$ cat src/rtl/cache_sequencer.sv
// Trace-driven cache controller sequencer: accepts trace commands, steps lookup/write-back/fill/commit
// and keeps saturating hit/miss/read/write statistics.
module cache_sequencer #(
    parameter int unsigned CNT_W = 16
) (
    input  logic             clk,
    input  logic             rst,
    input  logic             cmd_valid,
    output logic             cmd_ready,
    input  logic [3:0]       cmd_n,
    input  logic [31:0]      cmd_addr,
    output logic [3:0]       cur_n,
    output logic [31:0]      cur_addr,
    output logic             cache_sel,
    output logic             lkp_req,
    input  logic             lkp_done,
    input  logic             lkp_hit,
    input  logic             lkp_dirty,
    output logic             l2_req,
    output logic [1:0]       l2_op,
    input  logic             l2_ack,
    output logic             upd_en,
    output logic             clr_en,
    output logic             busy,
    output logic [CNT_W-1:0] read_cnt,
    output logic [CNT_W-1:0] write_cnt,
    output logic [CNT_W-1:0] hit_cnt,
    output logic [CNT_W-1:0] miss_cnt
);

    typedef enum logic [2:0] {
        StIdle,
        StLookup,
        StWaitLkp,
        StWriteback,
        StFill,
        StCommit,
        StClear
    } state_e;

    localparam logic [1:0] OpRead = 2'b00;
    localparam logic [1:0] OpWb   = 2'b01;
    localparam logic [1:0] OpRfo  = 2'b10;

    state_e state;

    function automatic logic [CNT_W-1:0] sat_inc(input logic [CNT_W-1:0] v);
        return (&v) ? v : v + CNT_W'(1);
    endfunction

    // Writes fetch the line for ownership; reads and fetches take a shared copy.
    function automatic logic [1:0] fill_op(input logic [3:0] n);
        return (n == 4'd1) ? OpRfo : OpRead;
    endfunction

    assign cmd_ready = (state == StIdle) && !rst;
    assign busy      = (state != StIdle);

    always_ff @(posedge clk) begin
        if (rst) begin
            state     <= StIdle;
            cur_n     <= '0;
            cur_addr  <= '0;
            cache_sel <= 1'b0;
            lkp_req   <= 1'b0;
            l2_req    <= 1'b0;
            l2_op     <= OpRead;
            upd_en    <= 1'b0;
            clr_en    <= 1'b0;
            read_cnt  <= '0;
            write_cnt <= '0;
            hit_cnt   <= '0;
            miss_cnt  <= '0;
        end else begin
            lkp_req <= 1'b0;
            upd_en  <= 1'b0;
            clr_en  <= 1'b0;
            unique case (state)
                StIdle: begin
                    if (cmd_valid) begin
                        cur_n     <= cmd_n;
                        cur_addr  <= cmd_addr;
                        cache_sel <= (cmd_n == 4'd2);
                        if (cmd_n <= 4'd4) begin
                            state   <= StLookup;
                            lkp_req <= 1'b1;
                        end else if (cmd_n == 4'd8) begin
                            state  <= StClear;
                            clr_en <= 1'b1;
                        end
                        if (cmd_n == 4'd0 || cmd_n == 4'd2) read_cnt <= sat_inc(read_cnt);
                        if (cmd_n == 4'd1) write_cnt <= sat_inc(write_cnt);
                    end
                end
                StLookup: state <= StWaitLkp;
                StWaitLkp: begin
                    if (lkp_done) begin
                        if (cur_n <= 4'd2) begin
                            if (lkp_hit) hit_cnt <= sat_inc(hit_cnt);
                            else         miss_cnt <= sat_inc(miss_cnt);
                        end
                        // Invalidates and snoops never touch L2, hit or miss.
                        if (cur_n >= 4'd3 || lkp_hit) begin
                            state  <= StCommit;
                            upd_en <= 1'b1;
                        end else if (lkp_dirty) begin
                            state  <= StWriteback;
                            l2_req <= 1'b1;
                            l2_op  <= OpWb;
                        end else begin
                            state  <= StFill;
                            l2_req <= 1'b1;
                            l2_op  <= fill_op(cur_n);
                        end
                    end
                end
                StWriteback: begin
                    if (l2_ack) begin
                        state <= StFill;
                        l2_op <= fill_op(cur_n);
                    end
                end
                StFill: begin
                    if (l2_ack) begin
                        state  <= StCommit;
                        l2_req <= 1'b0;
                        l2_op  <= OpRead;
                        upd_en <= 1'b1;
                    end
                end
                StCommit: state <= StIdle;
                StClear: begin
                    state     <= StIdle;
                    read_cnt  <= '0;
                    write_cnt <= '0;
                    hit_cnt   <= '0;
                    miss_cnt  <= '0;
                end
                default: state <= StIdle;
            endcase
        end
    end

endmodule

$ cat config.mk
export PLATFORM = sky130hd
export DESIGN_NAME = cache_sequencer
export DESIGN_NICKNAME = d
export VERILOG_FILES = /design/src/rtl/cache_sequencer.sv
export SDC_FILE = /design/constraint.sdc
export NUM_CORES = 1
export LEC_CHECK = 0
export CORE_MARGIN = 2
export CORE_UTILIZATION = 48
export DETAILED_ROUTE_END_ITERATION = 8
export PLACE_DENSITY_LB_ADDON = 0.1
export SKIP_LAST_GASP = 1
export SLEW_MARGIN = 0
export SYNTH_ARGS = -nofsm -noshare
export SYNTH_HDL_FRONTEND = slang
export SYNTH_SLANG_ARGS = --single-unit
$ cat constraint.sdc
create_clock -name clk -period 2.9 [get_ports clk]
set_clock_uncertainty 0.05 [all_clocks]
set_input_delay 0.58 -clock clk [delete_from_list [all_inputs] [get_ports clk]]
set_output_delay 0.58 -clock clk [all_outputs]
set_load 0.02 [all_outputs]
# [Yosys cells after proc, flatten, opt, wreduce, memory -nomap -nowiden]
# Index checks and enable logic that the tools add are counted.
[word_totals] register_bits=110 word_cells=115
[op_classes] addsub=4 n_lt_le_gt_ge=3 n_eq_ne=24 n_mux=44 bitwise=2 n_reduce_logical=25
[op_table] cell="$mux W16" n=14
[op_table] cell="$pmux W16 S2" n=4
[op_table] cell="$add A16 B1 Y16 const B" n=4
[op_table] cell="$reduce_and A16 Y1" n=4
[op_table] cell="$mux W3" n=8
[op_table] cell="$ne A2 B2 Y1 const B" n=12
[op_table] cell="$reduce_and A5 Y1" n=4
[op_table] cell="$pmux W3 S5" n=1
[op_table] cell="$mux W2" n=6
[op_table] cell="$reduce_and A4 Y1" n=3
[op_table] cell="$eq A4 B1 Y1 const B" n=2
[op_table] cell="$mux W1" n=8
[op_table] cell="$eq A3 B2 Y1 const B" n=2
[op_table] cell="$eq A3 B3 Y1 const B" n=2
[op_table] cell="$pmux W2 S3" n=1
[op_table] cell="$reduce_bool A2 Y1" n=3
[op_table] cell="$reduce_bool A3 Y1" n=2
[op_table] cell="$eq A4 B2 Y1 const B" n=1
[op_table] cell="$eq A4 B4 Y1 const B" n=1
[op_table] cell="$ge A4 B2 Y1 const B" n=1
[op_table] cell="$le A4 B2 Y1 const B" n=1
[op_table] cell="$le A4 B3 Y1 const B" n=1
[op_table] cell="$logic_not A4 Y1" n=1
[op_table] cell="$ne A2 B1 Y1 const B" n=2
[op_table] cell="other kinds (11)" n=14

# [Logic depth before layout (Yosys ltp)]
[depth] word_depth=6 mapped_depth=8

# [Worst setup path after synthesis]
# No wires, ideal clock.
[synth_path] path_type="register to register" start="reg hit_cnt[0]" end="reg hit_cnt[15]" setup_time_ns=0.128 arrival_ns=2.058 setup_slack_ns=0.664 path_stages_with_launch=8 path_buffers=1 period_less_slack_ns=2.236 path_cell_list="dfxtp_1 ha_1 nand3_1 or4_4 o21ai_2 or2_2 clkbuf_1 o21ai_0"
[synth_between] elab_chain_cells=6 word_cells_on_any_way=9
[synth_lines] item="start: declaration" line="27" text="output logic [CNT_W-1:0] hit_cnt,"
[synth_lines] item="start signal: assignment" line="99" text="if (lkp_hit) hit_cnt <= sat_inc(hit_cnt);"
[synth_lines] item="$add A16 B1 Y16" line="48" text="return (&v) ? v : v + CNT_W'(1);"
[synth_lines] item="$mux W16" line="48"
[synth_lines] item="$mux W16" line="99"
[synth_lines] item="$mux W16" line="98" text="if (cur_n <= 4'd2) begin"
[synth_lines] item="$mux W16" line="97" text="if (lkp_done) begin"
[synth_lines] item="$pmux W16 S2" line="78" text="unique case (state)"
# Parallel ways exist; a longest one is shown, timed or not. The select of a mux whose other input is x is not followed.
# A chain may end at the register's enable or synchronous reset.

# [Worst setup path after layout]
[layout_path] start="reg state[0]" end="out cmd_ready"
[layout_between] elab_chain_cells=2
[layout_lines] item="start: declaration" line="45" text="state_e state;"
[layout_lines] item="start signal: assignment" line="61" text="state <= StIdle;"
[layout_lines] item="start signal: assignment" line="85" text="state <= StLookup;"
[layout_lines] item="start signal: assignment" line="88" text="state <= StClear;"
[layout_lines] item="$logic_not A3 Y1" line="56" text="assign cmd_ready = (state == StIdle) && !rst;"
[layout_lines] item="$logic_and A1 B1 Y1" line="56"
[layout_lines] item="end: declaration" line="9" text="output logic cmd_ready,"
# Every way passes these cells.

==> impl_metrics.toml <==
[yosys]
yosys_most_used_dff = "dfxtp_1"
synth_area_um2 = 5393
synthesis.instances = 675
ys_seq_area_share_pct = 40.84
synthArstFlopShare_pct = 0
synth_seq_cells = 110
synth.distinct_cells = 66
synth_edf_count = 0
yosysWarnings = 0
postSynthAreaPerCell_um2 = 7.989
syn_nets = 722

[setup_path]
critPathSlowestCell = "clkdlybuf4s50_1"
crit_start = "state[0]"
path_class = "reg -> out"
r2r_end = "read_cnt[8]"
required_ns = 2.27
r2r_slack_ns = 0.37
crit_fanout = 2
path_cells = "or3_1 > nor2_1 > clkdlybuf4s50_1"
crit_arrival_ns = 1.93
critical_path.top_delay_family = "buffers and inverters"
reg2regPathDepth = 6
critPathMaxStageDelay_ns = 0.63
r2r_start = "read_cnt[0]"
cp-end-kind = "output port"
cp.buffers_inverters = 1
startpoint_type = "flip-flop"
cp.depth = 3

[clock_network]
cts_max_level = 3
cts_resized = 0
cts_max_path_buffers = 2
cts_tree = "done"
cts_inserted_buffers = 9
clockRootBuffer = "clkbuf_8"
postCtsSetupRepairBufs = 0
cts_hold_buf = 0
clk_latency_ns = 0.39
cts_num_sinks = 110
cts.clk_slew.worst_paths_ns = 0.10

[place]
numPortBuffers = 151
placed_area_um2 = 7076
placed_cells = 946
hpwl_mm = 11.47
place_congestion = 0.9417

[sta]
fin_crit_sh_pct = 88.30
slew_viol_final = 0
fin_crit_ns = 2.561
hold_viol = 0
worst_slew_pin_slew_ns = 0.7985
relSlewSlack_pct = 46.28
setup_viol = 0
rsz0062_at_grt = "no"
tns_ns = 0
max_freq_ghz = 0.3905

[routing]
totalWireLength_mm = 16.08
wl_per_cell_um = 16.72
via_per_inst = 6.000
drt-initial-drc-count = 389
route.detailed.drc = 0
drt_first_pass_iters = 5
vias = 5772
postRouteAntennaNets = 0

[die]
ios = 152
fp.coreArea_um2 = 10890
rows = 38
start_util_pct = 49.53
die_h_um = 110.0
dieArea_um2 = 12100
fp.dieW_um = 110.0

[min_path]
worstHoldStart = "cur_addr[20]"
hold_path_end = "cur_addr[20]"
worstHoldPathType = "reg -> reg"
holdPathStages = 2

[power_and_ir_drop]
leakage_nw = 2.385
p_total_mw = 3.626
power_density_nw_per_um2 = 499.2
peakVddDrop_mv = 0.5043

[layout]
final_cells = 962
syn_to_final_growth_pct = 34.71
multiInputGateArea_um2 = 2967
layout.nets = 864
drive_gt1_share_pct = 7.421
seq_area_um2 = 2202
antennaDiodeCount = 0
final_area_um2 = 7264
fillers = 949

[flow_run]
max_cap_violations = 0

[global_route]
grt_pass1_vias = 5367
grt_pass1_wl_mm = 25.94
antenna_found_initial = 0
grt_overflow_total = 0
grt_usage_pct = 26.93
grt_max_degree = 40

[outcome]
status = "completed"
[layout by cell type, fill, tap and decap left out, types with 9 or more instances in the layout]
cell type          n
o211ai_1          23
a21oi_1           62
nand2_1          130
a31oi_1           18
nand4_1           14
o21ai_0           14
clkbuf_8          10
o31ai_1           26
dfxtp_1          110
o2111ai_1          9
inv_1             12
buf_4             24
clkdlybuf4s50_1  150
nor2_1            31
nor3_1            13
nand3_1           46
[where the power goes]
part           total (mW)  internal [mW]  switching (mW)
clock               0.912          0.349           0.564
combinational        1.03          0.423           0.607
sequential           1.68           1.61          0.0770
[cell families after synthesis]
family          count (synthesis)  share of synthesized area, %
xor+xnor                        1                        0.1624
flops                         110                         40.84
fa+ha+maj                       5                         1.114
simple gates                  297                         27.40
mux                             6                         1.114
compound gates                200                         25.22
buf+inv                        56                         4.153
[tightest hold or removal path, cell delays in order, from the launching register on]
cell and delay [ns]:
dfxtp_1 0.32, nand2_1 0.05, a21oi_1 0.05
[cell usage after synthesis, types with 5 or more instances]
cell / instances / area share [%]
inv_1: 12 / 0.84
or2_2: 5 / 0.58
nand4_1: 14 / 1.6
nand3_1: 46 / 4.3
and3_1: 6 / 0.70
nor2_1: 31 / 2.2
o21ai_0: 14 / 1.3
o311ai_0: 8 / 1.3
o2111ai_1: 9 / 1.5
or4_1: 6 / 0.84
nand2_1: 130 / 9.0
a21oi_1: 62 / 5.8
a211oi_1: 5 / 0.70
o31ai_1: 26 / 3.6
or3_1: 8 / 0.93
dfxtp_1: 110 / 41
buf_2: 8 / 0.74
a31oi_1: 18 / 2.1
o211ai_1: 23 / 3.2
buf_1: 5 / 0.35
mux2i_1: 6 / 1.1
clkbuf_1: 30 / 2.1
nor3_1: 13 / 1.2
nor4_1: 7 / 0.81
[layout make-up]
type	instances	area share, %
Multi-Input combinational cell	509	40.84
Sequential cell	110	30.31
Timing Repair Buffer	175	23.22
Tap cell	140	2.411
Clock buffer	10	1.895
Clock inverter	6	0.7062
Inverter	12	0.6200
[sequential cells by signal, summed over array words and instances (netlist names), 2 cells and up]
register	count
state	3
write_cnt	16
miss_cnt	16
cur_n	4
cur_addr	32
read_cnt	16
l2_op	2
hit_cnt	16
[stage by stage]
stage | hold WS, ns | setup WS (ns) | util (%)
2_1_floorplan | 0.4795 | 0.6640 | -
3_3_place_gp | 0.3904 | 0.1829 | 64.99
3_5_place_dp | 0.3967 | 0.08146 | 64.99
4_1_cts | 0.4111 | 0.3037 | 66.72
5_1_grt | 0.4229 | 0.1495 | 66.72
6_report | 0.4093 | 0.3394 | 66.72
[routing by layer]
layer  GRT usage, %  vias up  part of all wire (%)
li1               -     2805                     -
met1          33.67     2709                    42
met2          44.04      230                    48
met3          7.878       28                   7.9
met4          9.675        0                   1.9
met5              0        -                     0
[how the worst max path moves through the flow]
stage / to / slack (ns)
2_1_floorplan: hit_cnt[15] / 0.66
3_3_place_gp: write_cnt[1] / 0.18
3_5_place_dp: state[0] / 0.08
4_1_cts: cmd_ready / 0.30
5_1_grt: read_cnt[8] / 0.15
6_report: cmd_ready / 0.34
Note: power is estimated with default switching activity, not from simulation.
